## src/rtl/rob_pkg.sv

```systemverilog
// Shared types and helpers for the tagged read reorder buffer.
package rob_pkg;

    typedef logic [1:0] rresp_t;

    localparam rresp_t RESP_OKAY   = 2'b00;
    localparam rresp_t RESP_SLVERR = 2'b10;

    function automatic int tag_w(input int depth);
        return $clog2(depth);
    endfunction

endpackage

```

## src/rtl/rob_slot_ram.sv

```systemverilog
// Per-slot payload storage: the upstream id is written on AR accept, and data/resp are written on R return.
module rob_slot_ram
    import rob_pkg::*;
#(
    parameter int  DATA_WIDTH = 8,
    parameter int  ID_WIDTH   = 4,
    parameter int  DEPTH      = 8,
    localparam int TAG_W      = tag_w(DEPTH)
) (
    input  logic                  clk,
    input  logic                  id_we,
    input  logic [TAG_W-1:0]      id_tag,
    input  logic [ID_WIDTH-1:0]   id_in,
    input  logic                  r_we,
    input  logic [TAG_W-1:0]      r_tag,
    input  logic [DATA_WIDTH-1:0] data_in,
    input  logic [1:0]            resp_in,
    input  logic [TAG_W-1:0]      rd_tag,
    output logic [ID_WIDTH-1:0]   id_out,
    output logic [DATA_WIDTH-1:0] data_out,
    output logic [1:0]            resp_out
);

    logic [ID_WIDTH-1:0]   id_mem   [DEPTH];
    logic [DATA_WIDTH-1:0] data_mem [DEPTH];
    rresp_t                resp_mem [DEPTH];

    // NOTE: the payload arrays have no reset. A slot is never read before
    // alloc/done mark it valid, so clearing the arrays would gain nothing.
    always_ff @(posedge clk) begin
        if (id_we) id_mem[id_tag] <= id_in;
    end

    always_ff @(posedge clk) begin
        if (r_we) begin
            data_mem[r_tag] <= data_in;
            resp_mem[r_tag] <= resp_in;
        end
    end

    assign id_out   = id_mem[rd_tag];
    assign data_out = data_mem[rd_tag];
    assign resp_out = resp_mem[rd_tag];

endmodule

```

## src/rtl/rob_tagged_rd.sv

```systemverilog
// Read reorder buffer: tags each AR with a free slot, and returns R beats upstream in AR-accept order.
module rob_tagged_rd
    import rob_pkg::*;
#(
    parameter int  DATA_WIDTH = 8,
    parameter int  ID_WIDTH   = 4,
    parameter int  DEPTH      = 8,
    localparam int TAG_W      = tag_w(DEPTH)
) (
    input  logic                  clk,
    input  logic                  rst_n,
    input  logic [ID_WIDTH-1:0]   s_arid_i,
    input  logic                  s_arvalid_i,
    output logic                  s_arready_o,
    output logic [TAG_W-1:0]      m_arid_o,
    output logic                  m_arvalid_o,
    input  logic                  m_arready_i,
    output logic [DATA_WIDTH-1:0] s_rdata_o,
    output logic [1:0]            s_rresp_o,
    output logic [ID_WIDTH-1:0]   s_rid_o,
    output logic                  s_rvalid_o,
    input  logic                  s_rready_i,
    input  logic [DATA_WIDTH-1:0] m_rdata_i,
    input  logic [1:0]            m_rresp_i,
    input  logic [TAG_W-1:0]      m_rid_i,
    input  logic                  m_rvalid_i,
    output logic                  m_rready_o,
    output logic [TAG_W:0]        count_o,
    output logic                  err_o
);

    localparam logic [TAG_W:0] FULL_COUNT = (TAG_W + 1)'(DEPTH);

    logic [TAG_W-1:0] wr_ptr;
    logic [TAG_W-1:0] rd_ptr;
    logic [TAG_W:0]   count;
    logic [DEPTH-1:0] alloc;
    logic [DEPTH-1:0] done;
    logic             err;
    logic             full;
    logic             ar_fire;
    logic             r_in_ok;
    logic             r_out_fire;

    assign full        = (count == FULL_COUNT);
    assign m_arvalid_o = s_arvalid_i & ~full;
    assign s_arready_o = m_arready_i & ~full;
    assign m_arid_o    = wr_ptr;
    assign ar_fire     = s_arvalid_i & m_arready_i & ~full;

    // Every downstream beat already owns a slot, so it is always accepted; strays are only flagged.
    assign m_rready_o  = 1'b1;
    assign r_in_ok     = m_rvalid_i & alloc[m_rid_i] & ~done[m_rid_i];

    assign s_rvalid_o  = alloc[rd_ptr] & done[rd_ptr];
    assign r_out_fire  = s_rvalid_o & s_rready_i;

    assign count_o     = count;
    assign err_o       = err;

    // NOTE: all state uses non-blocking assignments, so every update in this
    // block sees the values from before the edge. Alloc, write and retire never
    // touch the same slot in one cycle.
    always_ff @(posedge clk or negedge rst_n) begin
        if (!rst_n) begin
            wr_ptr <= '0;
            rd_ptr <= '0;
            count  <= '0;
            alloc  <= '0;
            done   <= '0;
            err    <= 1'b0;
        end else begin
            if (ar_fire) begin
                alloc[wr_ptr] <= 1'b1;
                done[wr_ptr]  <= 1'b0;
                wr_ptr        <= wr_ptr + TAG_W'(1);
            end
            if (r_in_ok) begin
                done[m_rid_i] <= 1'b1;
            end
            if (m_rvalid_i && !r_in_ok) begin
                err <= 1'b1;
            end
            if (r_out_fire) begin
                alloc[rd_ptr] <= 1'b0;
                done[rd_ptr]  <= 1'b0;
                rd_ptr        <= rd_ptr + TAG_W'(1);
            end
            case ({ar_fire, r_out_fire})
                2'b10:   count <= count + (TAG_W + 1)'(1);
                2'b01:   count <= count - (TAG_W + 1)'(1);
                default: count <= count;
            endcase
        end
    end

    rob_slot_ram #(
        .DATA_WIDTH (DATA_WIDTH),
        .ID_WIDTH   (ID_WIDTH),
        .DEPTH      (DEPTH)
    ) u_slot_ram (
        .clk      (clk),
        .id_we    (ar_fire),
        .id_tag   (wr_ptr),
        .id_in    (s_arid_i),
        .r_we     (r_in_ok),
        .r_tag    (m_rid_i),
        .data_in  (m_rdata_i),
        .resp_in  (m_rresp_i),
        .rd_tag   (rd_ptr),
        .id_out   (s_rid_o),
        .data_out (s_rdata_o),
        .resp_out (s_rresp_o)
    );

endmodule
```

## config.mk

```make
export PLATFORM = sky130hd
export DESIGN_NAME = rob_tagged_rd
export DESIGN_NICKNAME = d
export VERILOG_FILES = /design/src/rtl/rob_pkg.sv /design/src/rtl/rob_slot_ram.sv /design/src/rtl/rob_tagged_rd.sv
export SDC_FILE = /design/constraint.sdc
export NUM_CORES = 1
export LEC_CHECK = 0
export BUFFER_PORTS_ARGS = -buffer_cell sky130_fd_sc_hd__buf_2
export CAP_MARGIN = 25
export CORE_MARGIN = 2
export CORE_UTILIZATION = 47
export CTS_CLUSTER_DIAMETER = 100
export DETAILED_ROUTE_END_ITERATION = 8
export GPL_TIMING_DRIVEN = 0
export PLACE_DENSITY = 0.8
export SLEW_MARGIN = 30
export SYNTH_ARGS = -nofsm -noshare
export SYNTH_HDL_FRONTEND = slang
export SYNTH_HIERARCHICAL = 1
export SYNTH_SLANG_ARGS = --single-unit
```

## constraint.sdc

```tcl
create_clock -name clk -period 2.4 [get_ports clk]
set_input_delay 0.6 -clock clk [delete_from_list [all_inputs] [get_ports clk]]
set_output_delay 0.6 -clock clk [all_outputs]
set_load 0.05 [all_outputs]
```

After elaboration in Yosys (flattened, before gate mapping). Memory sizes are Yosys's and may differ from the RTL's. Index checks and enable logic that the tools add are counted.

Memories kept: 3. Register bits: 27. Memory bits (writable): 112. Output and inout bits: 26. Bits of input ports: 23.

Memories: u_slot_ram.data_mem (depth 8, width 8, rd ports 1, clocked after memory_dff 0, write ports 1, line rob_slot_ram.sv:25) `logic [DATA_WIDTH-1:0] data_mem [DEPTH];`; u_slot_ram.id_mem (depth 8, width 4, rd ports 1, clocked after memory_dff 0, write ports 1, line rob_slot_ram.sv:24) `logic [ID_WIDTH-1:0] id_mem [DEPTH];`; u_slot_ram.resp_mem (depth 8, width 2, rd ports 1, clocked after memory_dff 0, write ports 1, line rob_slot_ram.sv:26) `rresp_t resp_mem [DEPTH];`.

Equality and inequality tests: 3. Multiplexer cells: 24. Add/subtract/negate cells: 4. $lt $le $gt $ge: 6. Reduce and logical (&&, ||, !) cells: 6. Bitwise operators: 17.

Operators by type and width (number): 8-bit two-way mux (5); 8-bit AND (3); 8-bit NOT (2); 8-bit bitwise OR (2); 1-bit binary-select mux with 3-bit select (4); 3-bit by 4-bit less-than comparator with 1-bit output, second input constant (3); 1-bit two-way mux (11); 1-bit demux with 3-bit select (3); 3-bit by 1-bit >= comparator with 1-bit output, second input constant (3); 1-bit AND (8); 4-bit case mux with 2 select lines (1); 3-bit by 1-bit adder with 3-bit output, second input constant (2); 4-bit by 1-bit adder with 4-bit output, second input constant (1); 4-bit == test, second input constant (1); 1-bit logical AND (4); 4-bit by 1-bit subtractor with 4-bit output, second input constant (1); 2-bit by 1-bit == test with 1-bit output, second input constant (1); 2-bit == test, second input constant (1); 1-bit NOT (2); 2-bit nonzero test (1); 1-bit zero test (1).

Longest topological paths before layout.
Depth in word-level cells: 11. Mapped depth: 12.

Modules after synthesis. Netlist, hierarchy kept.

Modules (own cells, without submodules): rob_slot_ram (sequential area each 3363.2 um^2, cells an instance 187, area an instance 4414.2 um^2, times used 1); rob_tagged_rd (sequential area each 675.6 um^2, cells an instance 170, area an instance 1667.8 um^2, times used 1).

Least setup slack after synthesis. No wires, ideal clock.

Path kind: input to register. Start point: in m_rid_i[1]. End point: mem u_slot_ram.data_mem[0][0], enable pin. Buffers on the path: 1. Data arrival time: 2.425 ns. Required time: 2.010 ns. Library setup time: 0.390 ns. Slack: -0.415 ns. Cell stages on the path: 6. Cell sequence: buf_2 > mux4_2 > mux2i_1 > and3_1 > nand2b_1 > nor3_1.

Word-level cells in the longest chain between the ends: 6. Elaborated cells on any way between the ends: 9. Those cells by class: mux (6); bitwise (3).

Ends and longest elaborated chain: start, declared (line rob_tagged_rd.sv:25) `input logic [TAG_W-1:0] m_rid_i,`; 1-bit binary-select mux with 3-bit select (line rob_tagged_rd.sv:53) `assign r_in_ok = m_rvalid_i & alloc[m_rid_i] & ~done[m_rid_i];`; 1-bit two-way mux (not written as such) (line rob_tagged_rd.sv:53); 1-bit AND or 1-bit NOT (tied branches) (line rob_tagged_rd.sv:53); 1-bit AND (*) (line rob_tagged_rd.sv:53); named net r_in_ok (line rob_tagged_rd.sv:42) `logic r_in_ok;`; 1-bit two-way mux (*) (line rob_slot_ram.sv:35) `if (r_we) begin`; 1-bit two-way mux (not written as such) (*) (line rob_slot_ram.sv:36) `data_mem[r_tag] <= data_in;`; end, declared (line rob_slot_ram.sv:25).

Mark *: on every way through the listed nets, which the timed path passes. The rest lies on a longest branch. The select of a mux whose other input is x is not followed.

Worst setup path in the final report.
Start point: reg rd_ptr[0]. End point: out s_rdata_o[2].

Word-level cells in the longest chain between the ends: 1.

Ends and longest elaborated chain: start, declared (line rob_tagged_rd.sv:35) `logic [TAG_W-1:0] rd_ptr;`; start signal, assigned (line rob_tagged_rd.sv:87) `rd_ptr <= rd_ptr + TAG_W'(1);`; memory 8 x 8 bit; end, declared (line rob_tagged_rd.sv:18) `output logic [DATA_WIDTH-1:0] s_rdata_o,`.

No other way between the ends.

==> flow_summary_export.csv <==
group,metric,value,unit
synthesis,synth_compound_area_share,4.61,%
layout,antenna_cells_inserted,0,
sta,skew,7.23,ps
synthesis,async_flop_share,19.4,%
hold_path,hold_path.class,"in2async",
drt,routed-via-count,3684,
power_and_ir_drop,pwr_density_cell,1310,nW/um2
power_and_ir_drop,power.total,0.0103,W
clock_tree,numClockSinks,139,
floorplan,dieHeight,118,um
synthesis,synth_top_family_by_area,"multiplexers",
sta,rsz0062_at_grt,"true",
layout,drive_gt1_share,43.2,%
drt,detail_route.wl_per_cell,21.4,um
clock_tree,cts_tree,"built",
worst_setup_path,criticalPathCategory,"reg2out",
clock_tree,clockBufferDepth,2,
sta,relSlewSlack,36.4,%
run_status,failed_checks,"negative setup slack",
sta,fin_crit_sh,115,%
clock_tree,numCtsBuffers,17,
drt,drt-total-wl,13.9,mm
synthesis,yosys.area_share.simple,8.74,%
place,dpl.hpwl,8.08,mm
floorplan,initial_core_util,48.2,%
layout,layout_commonest_cell,"edfxtp_1",
synthesis,synth.distinct_cells,59,
synthesis,synthFlopType,"edfxtp_1",
sta,fin_setup_tns,-5070,ps
floorplan,die_area,13900,um2
worst_setup_path,crit_required,1800,ps
worst_setup_path,cp-startpoint,"rd_ptr[0]",
worst_setup_path,startpoint_type,"register",
synthesis,avgSynthCellArea,17.0,um2
synthesis,synth_area,6080,um2
place,gp_congestion,0.940,
place,pre_cts_ws,-827,ps
sta,period_minus_slack,2770,ps
clock_tree,postCtsHoldBufs,0,
grt,overflow,0,
floorplan,io_pins,49,
grt,grt_pass1_vias,3811,
synthesis,synth_edf_count,112,
synthesis,yosys.area_share.xor_xnor,1.15,%
synthesis,postSynthCellCount,357,
run,maxCapViolCount,0,
layout,final_net_count,490,
sta,slew_violations,0,
synthesis,syn-num-nets,385,
sta,worstMarginPinSlew,947,ps
synthesis,synth-seq-cells,139,
sta,max_freq,361,MHz
drt,vias_per_cell,5.70,
clock_tree,clk_latency,420,ps
worst_setup_path,rr_startpoint,"done[5]",
floorplan,core_area,12600,um2
synthesis,synthMuxAreaShare,16.1,%
clock_tree,path_clk_slew,60,ps
layout,final_util,62.0,%
worst_setup_path,worstPathArrival,2170,ps
clock_tree,cts.htree.levels,4,
sta,hold_viol,0,
grt,grt_pass1_wl,21.1,mm
floorplan,rows,41,
power_and_ir_drop,cellLeakagePower,2.88,nW
synthesis,yosysWarningCount,6,
place,dp_cells,576,
synthesis,synth-seq-area-share,66.4,%
grt,antenna_found_initial,0,
sta,setup_ws,-371,ps
layout,area_growth,28.7,%
drt,postRouteAntennaNets,0,
power_and_ir_drop,peakVddDrop,0.966,mV
place,io_buffer_count,47,
synthesis,synth_fa_ha_area_share,1.03,%
grt,grt_usage,20.6,%
drt,firstDrtPassIters,4,
floorplan,die_w,118,um
sta,setup_viol,17,
grt,grt_max_degree,28,
drt,detail_route.iter0.violations,285,
run_status,status,"complete, but fails checks",
clock_tree,root_buffer,"clkbuf_16",
worst_setup_path,crit_fanout,5,
worst_setup_path,cp-end-kind,"output port",
drt,route.detailed.drc,0,
layout,mostFrequentLayoutCells,"112 x edfxtp_1, 33 x buf_4, 32 x buf_2, 29 x mux4_2, 22 x dfrtp_1",
layout,stdcell_count,646,
worst max-delay path: stages, from the launching register on:
cell and delay, ps:
dfrtp_2 420, buf_12 150, buf_12 110, buf_12 120
mux4_2 500, mux2_4 290, buf_8 150
per-layer routing:
metal  up-vias  global-route usage, %  routed length, um
met2       169                   34.5               7180
met3        21                   5.47                934
li1       1632                      -                  -
met5         -                      0                  0
met4         0                   7.00                218
met1      1862                   26.0               5520
final cells by class:
class                      instances  area, um2
inverter                           8       32.5
multi-input combinational        197       2050
tap                              172        215
fill                             910       4790
clock buffer                      18        429
sequential                       139       4050
timing repair buffer              86        800
buffer                            13        130
clock inverter                    13        126
sequential cells by signal, summed over array words and instances (netlist names):
| name | cells |
|---|---|
| done | 8 |
| u_slot_ram/data_mem | 64 |
| u_slot_ram/resp_mem | 16 |
| rd_ptr | 3 |
| u_slot_ram/id_mem | 32 |
| m_arid_o | 3 |
| count_o | 4 |
| alloc | 8 |
| err_o | 1 |
logic make-up after synthesis:
family	Yosys count
xor gates and xnor gates	8
DFF	139
AOI/OAI and AO/OA	39
other	1
and+or+nand+nor	96
buffers and inverters	21
adders and majority gates	5
muxes	48
repair_timing:
action,CTS,global route
setup endpoints to repair,98,80
endpoints found under the hold margin,0,0
pin swaps,9,7
gates cloned,1,0
buffers inserted,32,7
resized for setup,114,13
metrics by stage:
| stage | hold slack (ps) | instance area (um2) |
|---|---|---|
| after floorplan | 304 | 6120 |
| after global placement | 455 | 6570 |
| after detailed placement | 459 | 6590 |
| after CTS | 198 | 7740 |
| after global routing | 223 | 7830 |
| final | 189 | 7830 |
where the power goes:
group          internal, W  total (W)  switching [W]
sequential         0.00292    0.00322       0.000307
combinational      0.00222    0.00458        0.00235
clock              0.00151    0.00248       0.000967
total              0.00665     0.0103        0.00363
cell usage after synthesis, types with 6 or more instances:
library cell	instances	share of area [%]
edfxtp_1	112	55
mux4_2	6	2.2
nand2_1	17	1.0
nand4_1	6	0.62
dfrtp_1	27	11
nand2b_1	9	0.93
nor3_1	8	0.66
mux2_2	15	2.8
mux4_1	25	11
inv_1	6	0.37
o21a_1	8	0.99
nor2_1	19	1.2
o21ai_0	6	0.49
path summary, 6_finish.rpt:
check                                            end  slack (ps)  depth (start not counted)
hold / removal                              alloc[5]         190                          1
max in group asynchronous                  rd_ptr[0]        1770                          1
hold reg to reg                           count_o[3]         470                          1
min in group clk           u_slot_ram/data_mem[3][2]         450                          1
setup reg to reg                          count_o[2]        -150                         12
setup / recovery                        s_rdata_o[2]        -370                          6
Power figures use the tool's default switching activity.
